[config.mk]
export PLATFORM = sky130hd
export DESIGN_NAME = four_12_12_st1_mem_arb
export DESIGN_NICKNAME = d
export VERILOG_FILES = /design/src/rtl/four_12_12_st1_mem_arb_pkg.sv /design/src/rtl/four_12_12_st1_mem_arb_rr_arb_2.sv /design/src/rtl/four_12_12_st1_mem_arb.sv
export SDC_FILE = /design/constraint.sdc
export NUM_CORES = 1
export LEC_CHECK = 0
export CAP_MARGIN = 30
export CORE_MARGIN = 2
export CORE_UTILIZATION = 36
export CTS_CLUSTER_SIZE = 8
export DETAILED_ROUTE_END_ITERATION = 7
export GPL_TIMING_DRIVEN = 0
export PLACE_DENSITY = 0.81
export SLEW_MARGIN = 0
export SYNTH_ARGS = -nofsm -noshare
export SYNTH_HDL_FRONTEND = slang
export SYNTH_SLANG_ARGS = --single-unit
[constraint.sdc]
create_clock -name clk -period 2.3 [get_ports clk]
set_clock_uncertainty 0.2 [all_clocks]
set_input_delay 0.46 -clock clk [delete_from_list [all_inputs] [get_ports clk]]
set_output_delay 0.46 -clock clk [all_outputs]
set_load 0.02 [all_outputs]
[src/rtl/four_12_12_st1_mem_arb_pkg.sv]
// rtl/four_12_12_st1_mem_arb_pkg.sv - shared types and constants for the two-port memory arbiter
// Purpose: memory geometry constants, the memory command struct and the
//          arbiter state encoding shared by the top and the arbiter.
// Ports:   none (package).
package four_12_12_st1_mem_arb_pkg;

  localparam int MEM_ADDR_W = 9;
  localparam int MEM_DATA_W = 32;

  typedef struct packed {
    logic                  rd_en;
    logic                  wr_en;
    logic [MEM_ADDR_W-1:0] addr;
  } data_int_32_9;

  // LAST_x: port x won the last accept without lock, so the other port is
  // preferred on contention. LOCK_x: port x won with lock and is favoured
  // for exactly one more cycle.
  typedef enum logic [1:0] {
    ST_LAST_A = 2'd0,
    ST_LAST_B = 2'd1,
    ST_LOCK_A = 2'd2,
    ST_LOCK_B = 2'd3
  } arb_state_e;

endpackage

[src/rtl/four_12_12_st1_mem_arb_rr_arb_2.sv]
// rtl/four_12_12_st1_mem_arb_rr_arb_2.sv - two-way round-robin arbiter with one-cycle lock
// Purpose: combinational grant from requests, last-grant pointer and lock.
// Ports:   clk, rst_n (async, active-low); a_req/a_lock, b_req/b_lock in;
//          a_gnt/b_gnt out (both 0 while reset is asserted).
import four_12_12_st1_mem_arb_pkg::*;

module rr_arb_2 (
  input  logic clk,
  input  logic rst_n,
  input  logic a_req,
  input  logic a_lock,
  input  logic b_req,
  input  logic b_lock,
  output logic a_gnt,
  output logic b_gnt
);

  arb_state_e state, state_nxt;

  always_ff @(posedge clk or negedge rst_n) begin
    if (!rst_n) state <= ST_LAST_B;
    else        state <= state_nxt;
  end

  always_comb begin
    a_gnt     = 1'b0;
    b_gnt     = 1'b0;
    state_nxt = state;
    if (rst_n) begin
      unique case (state)
        ST_LOCK_A: begin
          if (a_req)      a_gnt = 1'b1;
          else if (b_req) b_gnt = 1'b1;
        end
        ST_LOCK_B: begin
          if (b_req)      b_gnt = 1'b1;
          else if (a_req) a_gnt = 1'b1;
        end
        ST_LAST_A: begin
          if (b_req)      b_gnt = 1'b1;
          else if (a_req) a_gnt = 1'b1;
        end
        default: begin
          if (a_req)      a_gnt = 1'b1;
          else if (b_req) b_gnt = 1'b1;
        end
      endcase
      // Lock is re-evaluated on every accept, so it never outlives one
      // extra grant unless the owner asserts it again.
      if (a_gnt)      state_nxt = a_lock ? ST_LOCK_A : ST_LAST_A;
      else if (b_gnt) state_nxt = b_lock ? ST_LOCK_B : ST_LAST_B;
    end
  end

endmodule

[src/rtl/four_12_12_st1_mem_arb.sv]
// rtl/four_12_12_st1_mem_arb.sv - two-port arbiter in front of a single-port synchronous memory
// Purpose: arbitrate ports A/B onto one memory command path, route read
//          responses back via a 2-stage tag pipeline, count accepts.
// Ports:   clk, rst_n (async, active-low);
//          a_/b_ req, wr, lock, addr, wdata in; gnt, rsp_valid, rsp_data out;
//          mem (rd_en/wr_en/addr), mem_wr_data out; mem_rd_data in;
//          a_count, b_count out.
import four_12_12_st1_mem_arb_pkg::*;

module four_12_12_st1_mem_arb #(
  parameter int ADDR_W = MEM_ADDR_W,
  parameter int DATA_W = MEM_DATA_W,
  parameter int CNT_W  = 16
) (
  input  logic              clk,
  input  logic              rst_n,
  input  logic              a_req,
  input  logic              a_wr,
  input  logic              a_lock,
  input  logic [ADDR_W-1:0] a_addr,
  input  logic [DATA_W-1:0] a_wdata,
  output logic              a_gnt,
  output logic              a_rsp_valid,
  output logic [DATA_W-1:0] a_rsp_data,
  input  logic              b_req,
  input  logic              b_wr,
  input  logic              b_lock,
  input  logic [ADDR_W-1:0] b_addr,
  input  logic [DATA_W-1:0] b_wdata,
  output logic              b_gnt,
  output logic              b_rsp_valid,
  output logic [DATA_W-1:0] b_rsp_data,
  output data_int_32_9      mem,
  output logic [DATA_W-1:0] mem_wr_data,
  input  logic [DATA_W-1:0] mem_rd_data,
  output logic [CNT_W-1:0]  a_count,
  output logic [CNT_W-1:0]  b_count
);

  logic a_acc, b_acc;
  // Tag stage 1 aligns with the memory command, stage 2 with read data.
  logic tag1_valid, tag1_b;
  logic tag2_valid, tag2_b;

  rr_arb_2 u_arb (
    .clk    (clk),
    .rst_n  (rst_n),
    .a_req  (a_req),
    .a_lock (a_lock),
    .b_req  (b_req),
    .b_lock (b_lock),
    .a_gnt  (a_gnt),
    .b_gnt  (b_gnt)
  );

  assign a_acc = a_req & a_gnt;
  assign b_acc = b_req & b_gnt;

  always_ff @(posedge clk or negedge rst_n) begin
    if (!rst_n) begin
      mem         <= '0;
      mem_wr_data <= '0;
      tag1_valid  <= 1'b0;
      tag1_b      <= 1'b0;
      tag2_valid  <= 1'b0;
      tag2_b      <= 1'b0;
      a_count     <= '0;
      b_count     <= '0;
    end else begin
      mem.rd_en  <= 1'b0;
      mem.wr_en  <= 1'b0;
      tag1_valid <= 1'b0;
      if (a_acc) begin
        mem.rd_en   <= ~a_wr;
        mem.wr_en   <= a_wr;
        mem.addr    <= a_addr;
        mem_wr_data <= a_wdata;
        tag1_valid  <= ~a_wr;
        tag1_b      <= 1'b0;
        a_count     <= a_count + CNT_W'(1);
      end else if (b_acc) begin
        mem.rd_en   <= ~b_wr;
        mem.wr_en   <= b_wr;
        mem.addr    <= b_addr;
        mem_wr_data <= b_wdata;
        tag1_valid  <= ~b_wr;
        tag1_b      <= 1'b1;
        b_count     <= b_count + CNT_W'(1);
      end
      tag2_valid <= tag1_valid;
      tag2_b     <= tag1_b;
    end
  end

  assign a_rsp_valid = tag2_valid & ~tag2_b;
  assign b_rsp_valid = tag2_valid &  tag2_b;
  assign a_rsp_data  = a_rsp_valid ? mem_rd_data : '0;
  assign b_rsp_data  = b_rsp_valid ? mem_rd_data : '0;

endmodule

==> results_dict.tcl <==
set metrics [dict create \
    status "finished, final reports clean" \
    ys_warn_count 0 \
    syn-num-nets 558 \
    numCtsBuffers 9 \
    die_y_um 109.0 \
    ir_worst_vdd_mv 0.4033 \
    cp_max_fo 10 \
    clock_tree.buffer_depth 2 \
    critPathArrivalTime_ns 1.58 \
    fin_setup_tns_ns 0 \
    period_share 0.9743 \
    grt_use_total 0.2398 \
    cp-start-kind "flop" \
    routed_wl_um 14340 \
    synth-seq-cells 80 \
    firstDrtPassIters 4 \
    final-setup-viol-count 0 \
    clk_pin_slew_ns 0.08 \
    via_per_inst 4.926 \
    grt_pass1_wl_um 21600 \
    grt_antenna_before_repair 2 \
    yosysUniqueCellTypes 33 \
    antenna_left 0 \
    areaGrowthSynthToFinish_pct 80.84 \
    place_ws_ns -1.014 \
    hold_viol 0 \
    final_cell_mix "clkdlybuf4s50_1, dfrtp_1, a21oi_1, nand2_1, and3_1" \
    fill_cells 893 \
    tightestPinTransition_ns 0.7513 \
    critPathCaptureType "primary output" \
    period_minus_slack_ns 2.241 \
    avgSynthCellArea_um2 9.150 \
    p_leak_uw 0.003377 \
    drive_gt1_frac 0.1240 \
    final_common_cell "clkdlybuf4s50_1" \
    cts-root-buf "clkbuf_8" \
    wl_per_cell_um 16.52 \
    die_area_um2 11890 \
    cap_violations 0 \
    dpl.hpwl_um 11000 \
    gp_congestion 0.8459 \
    drt_first_iter_violations 172 \
    pin_count 265 \
    start_util 0.3680 \
    clock_latency_ns 0.36 \
    multi_input_area_um2 1808 \
    timing.rr.start "u_arb.state[0]" \
    required_ns 1.64 \
    cts_sinks 80 \
    coreArea_um2 10790 \
    final_nets 845 \
    rows 38 \
    num_vias 4276 \
    h-tree-depth 3 \
    cp-startpoint "tag2_b" \
    max_freq_mhz 446.3 \
    placement.io_buffers 263 \
    drc 0 \
    rsz0062_at_grt "true" \
    min_from "tag1_b" \
    synthCells 434 \
    final_max_slew_viol_count 0 \
    regArea_um2 2006 \
    slew_headroom 0.4975 \
    crit_type "flop to primary output" \
    seq_area_frac_synth 0.5044 \
    fin_hold_ws_ns 0.1828 \
    setup_ws_ns 0.05921 \
    die_width_um 109.0 \
    cts_tree "done" \
    overflow 0 \
    grt_max_degree 35 \
    powerDensity_nw_per_um2 676.7 \
    worstHoldPathType "flop to flop" \
    syn_area_um2 3971 \
    grt_pass1_vias 4303 \
]
==> logic make-up (layout without fill, tap and decap cells) <==
family / count (synthesis) / after routing / share of synthesized area
DFF: 80 / 80 / 0.5044
buffers and inverters: 41 / 333 / 0.04726
xor gates and xnor gates: 31 / 31 / 0.07026
AOI/OAI and AO/OA: 94 / 94 / 0.1317
and+or+nand+nor: 184 / 184 / 0.2344
adders and majority gates: 2 / 2 / 0.006300
muxes: 2 / 2 / 0.005671
other: 0 / 2 / 0
==> cell type report <==
class | count | area share
Sequential cell | 80 | 0.2793
Inverter | 13 | 0.007491
Clock inverter | 2 | 0.004878
Tap cell | 140 | 0.02439
Multi-Input combinational cell | 313 | 0.2517
Buffer | 27 | 0.02230
Antenna cell | 2 | 0.0006969
Timing Repair Buffer | 277 | 0.3838
Clock buffer | 14 | 0.02544
==> registers in the layout, indices dropped and copies added (netlist names) <==
| name | count |
|---|---|
| a_count | 16 |
| b_count | 16 |
| mem | 11 |
| mem_wr_data | 32 |
| tag1_b | 1 |
| tag2_b | 1 |
| tag2_valid | 1 |
| u_arb.state | 2 |
==> routing by layer <==
layer	GRT usage	up-vias	share of wire
met3	0.07711	31	0.097
met4	0.1154	0	0.031
li1	-	2040	-
met1	0.2453	1998	0.35
met2	0.4383	207	0.52
met5	0	-	0
==> through the flow <==
stage | std cells | power [uW] | util | instance area, um^2
after detailed placement | 838 | 3718 | 0.6304 | 6804
final | 868 | 4860 | 0.6654 | 7182
after floorplan | 434 | 2691 | - | 3971
after global placement | 837 | 3662 | 0.6281 | 6779
after global routing | 868 | 5125 | 0.6654 | 7182
after CTS | 864 | 4898 | 0.6691 | 7222
==> power breakdown <==
part | switching (uW) | internal [uW] | leakage, uW
logic | 942 | 929 | 0.00229
clock network | 507 | 620 | 0.000113
registers | 214 | 1650 | 0.000980
==> final timing paths <==
path / endpoint / slack (ns) / cells after the start
min: tag2_b / 0.18 / 0
max in group asynchronous: b_count[13] / 0.83 / 3
max: a_rsp_data[8] / 0.06 / 4
min in group asynchronous: mem_wr_data[10] / 0.43 / 2
max reg2reg: mem_wr_data[13] / 0.17 / 7
min reg2reg: tag2_b / 0.18 / 0
==> synthesized netlist by cell type (all sizes together) <==
| master | instances | share of area |
|---|---|---|
| a22o | 1 | 0.0022 |
| a21oi | 67 | 0.084 |
| nand2 | 49 | 0.046 |
| clkbuf | 20 | 0.019 |
| a22oi | 9 | 0.017 |
| mux2 | 2 | 0.0057 |
| and4 | 3 | 0.0066 |
| ha | 2 | 0.0063 |
| nor2 | 36 | 0.034 |
| inv | 13 | 0.012 |
| o22ai | 1 | 0.0016 |
| xor2 | 5 | 0.013 |
| o21a | 2 | 0.0038 |
| nor2b | 1 | 0.0016 |
| nand3 | 10 | 0.013 |
| o21ai | 11 | 0.015 |
| dfstp | 1 | 0.0066 |
| and3 | 39 | 0.061 |
| nor3 | 2 | 0.0025 |
| nand4 | 10 | 0.016 |
| buf | 8 | 0.016 |
| o211a | 1 | 0.0025 |
| xnor2 | 26 | 0.057 |
| a211oi | 1 | 0.0032 |
| dfrtp | 79 | 0.50 |
| a21o | 1 | 0.0022 |
| and2 | 34 | 0.054 |
==> repair_timing <==
item	in CTS	in global routing
setup buffers	4	3
resized for setup	160	16
endpoints found under the hold margin	28	0
pin swaps	2	3
gates cloned	2	0
hold buffers	4	0
setup endpoints to repair	68	51
==> critical path: stages (launching register included) <==
cell and delay (ns):
dfrtp_2 0.46, nor2b_4 0.19, buf_4 0.17, and2_1 0.14, clkdlybuf4s15_2 0.26
(Power assumes the default switching activity.)
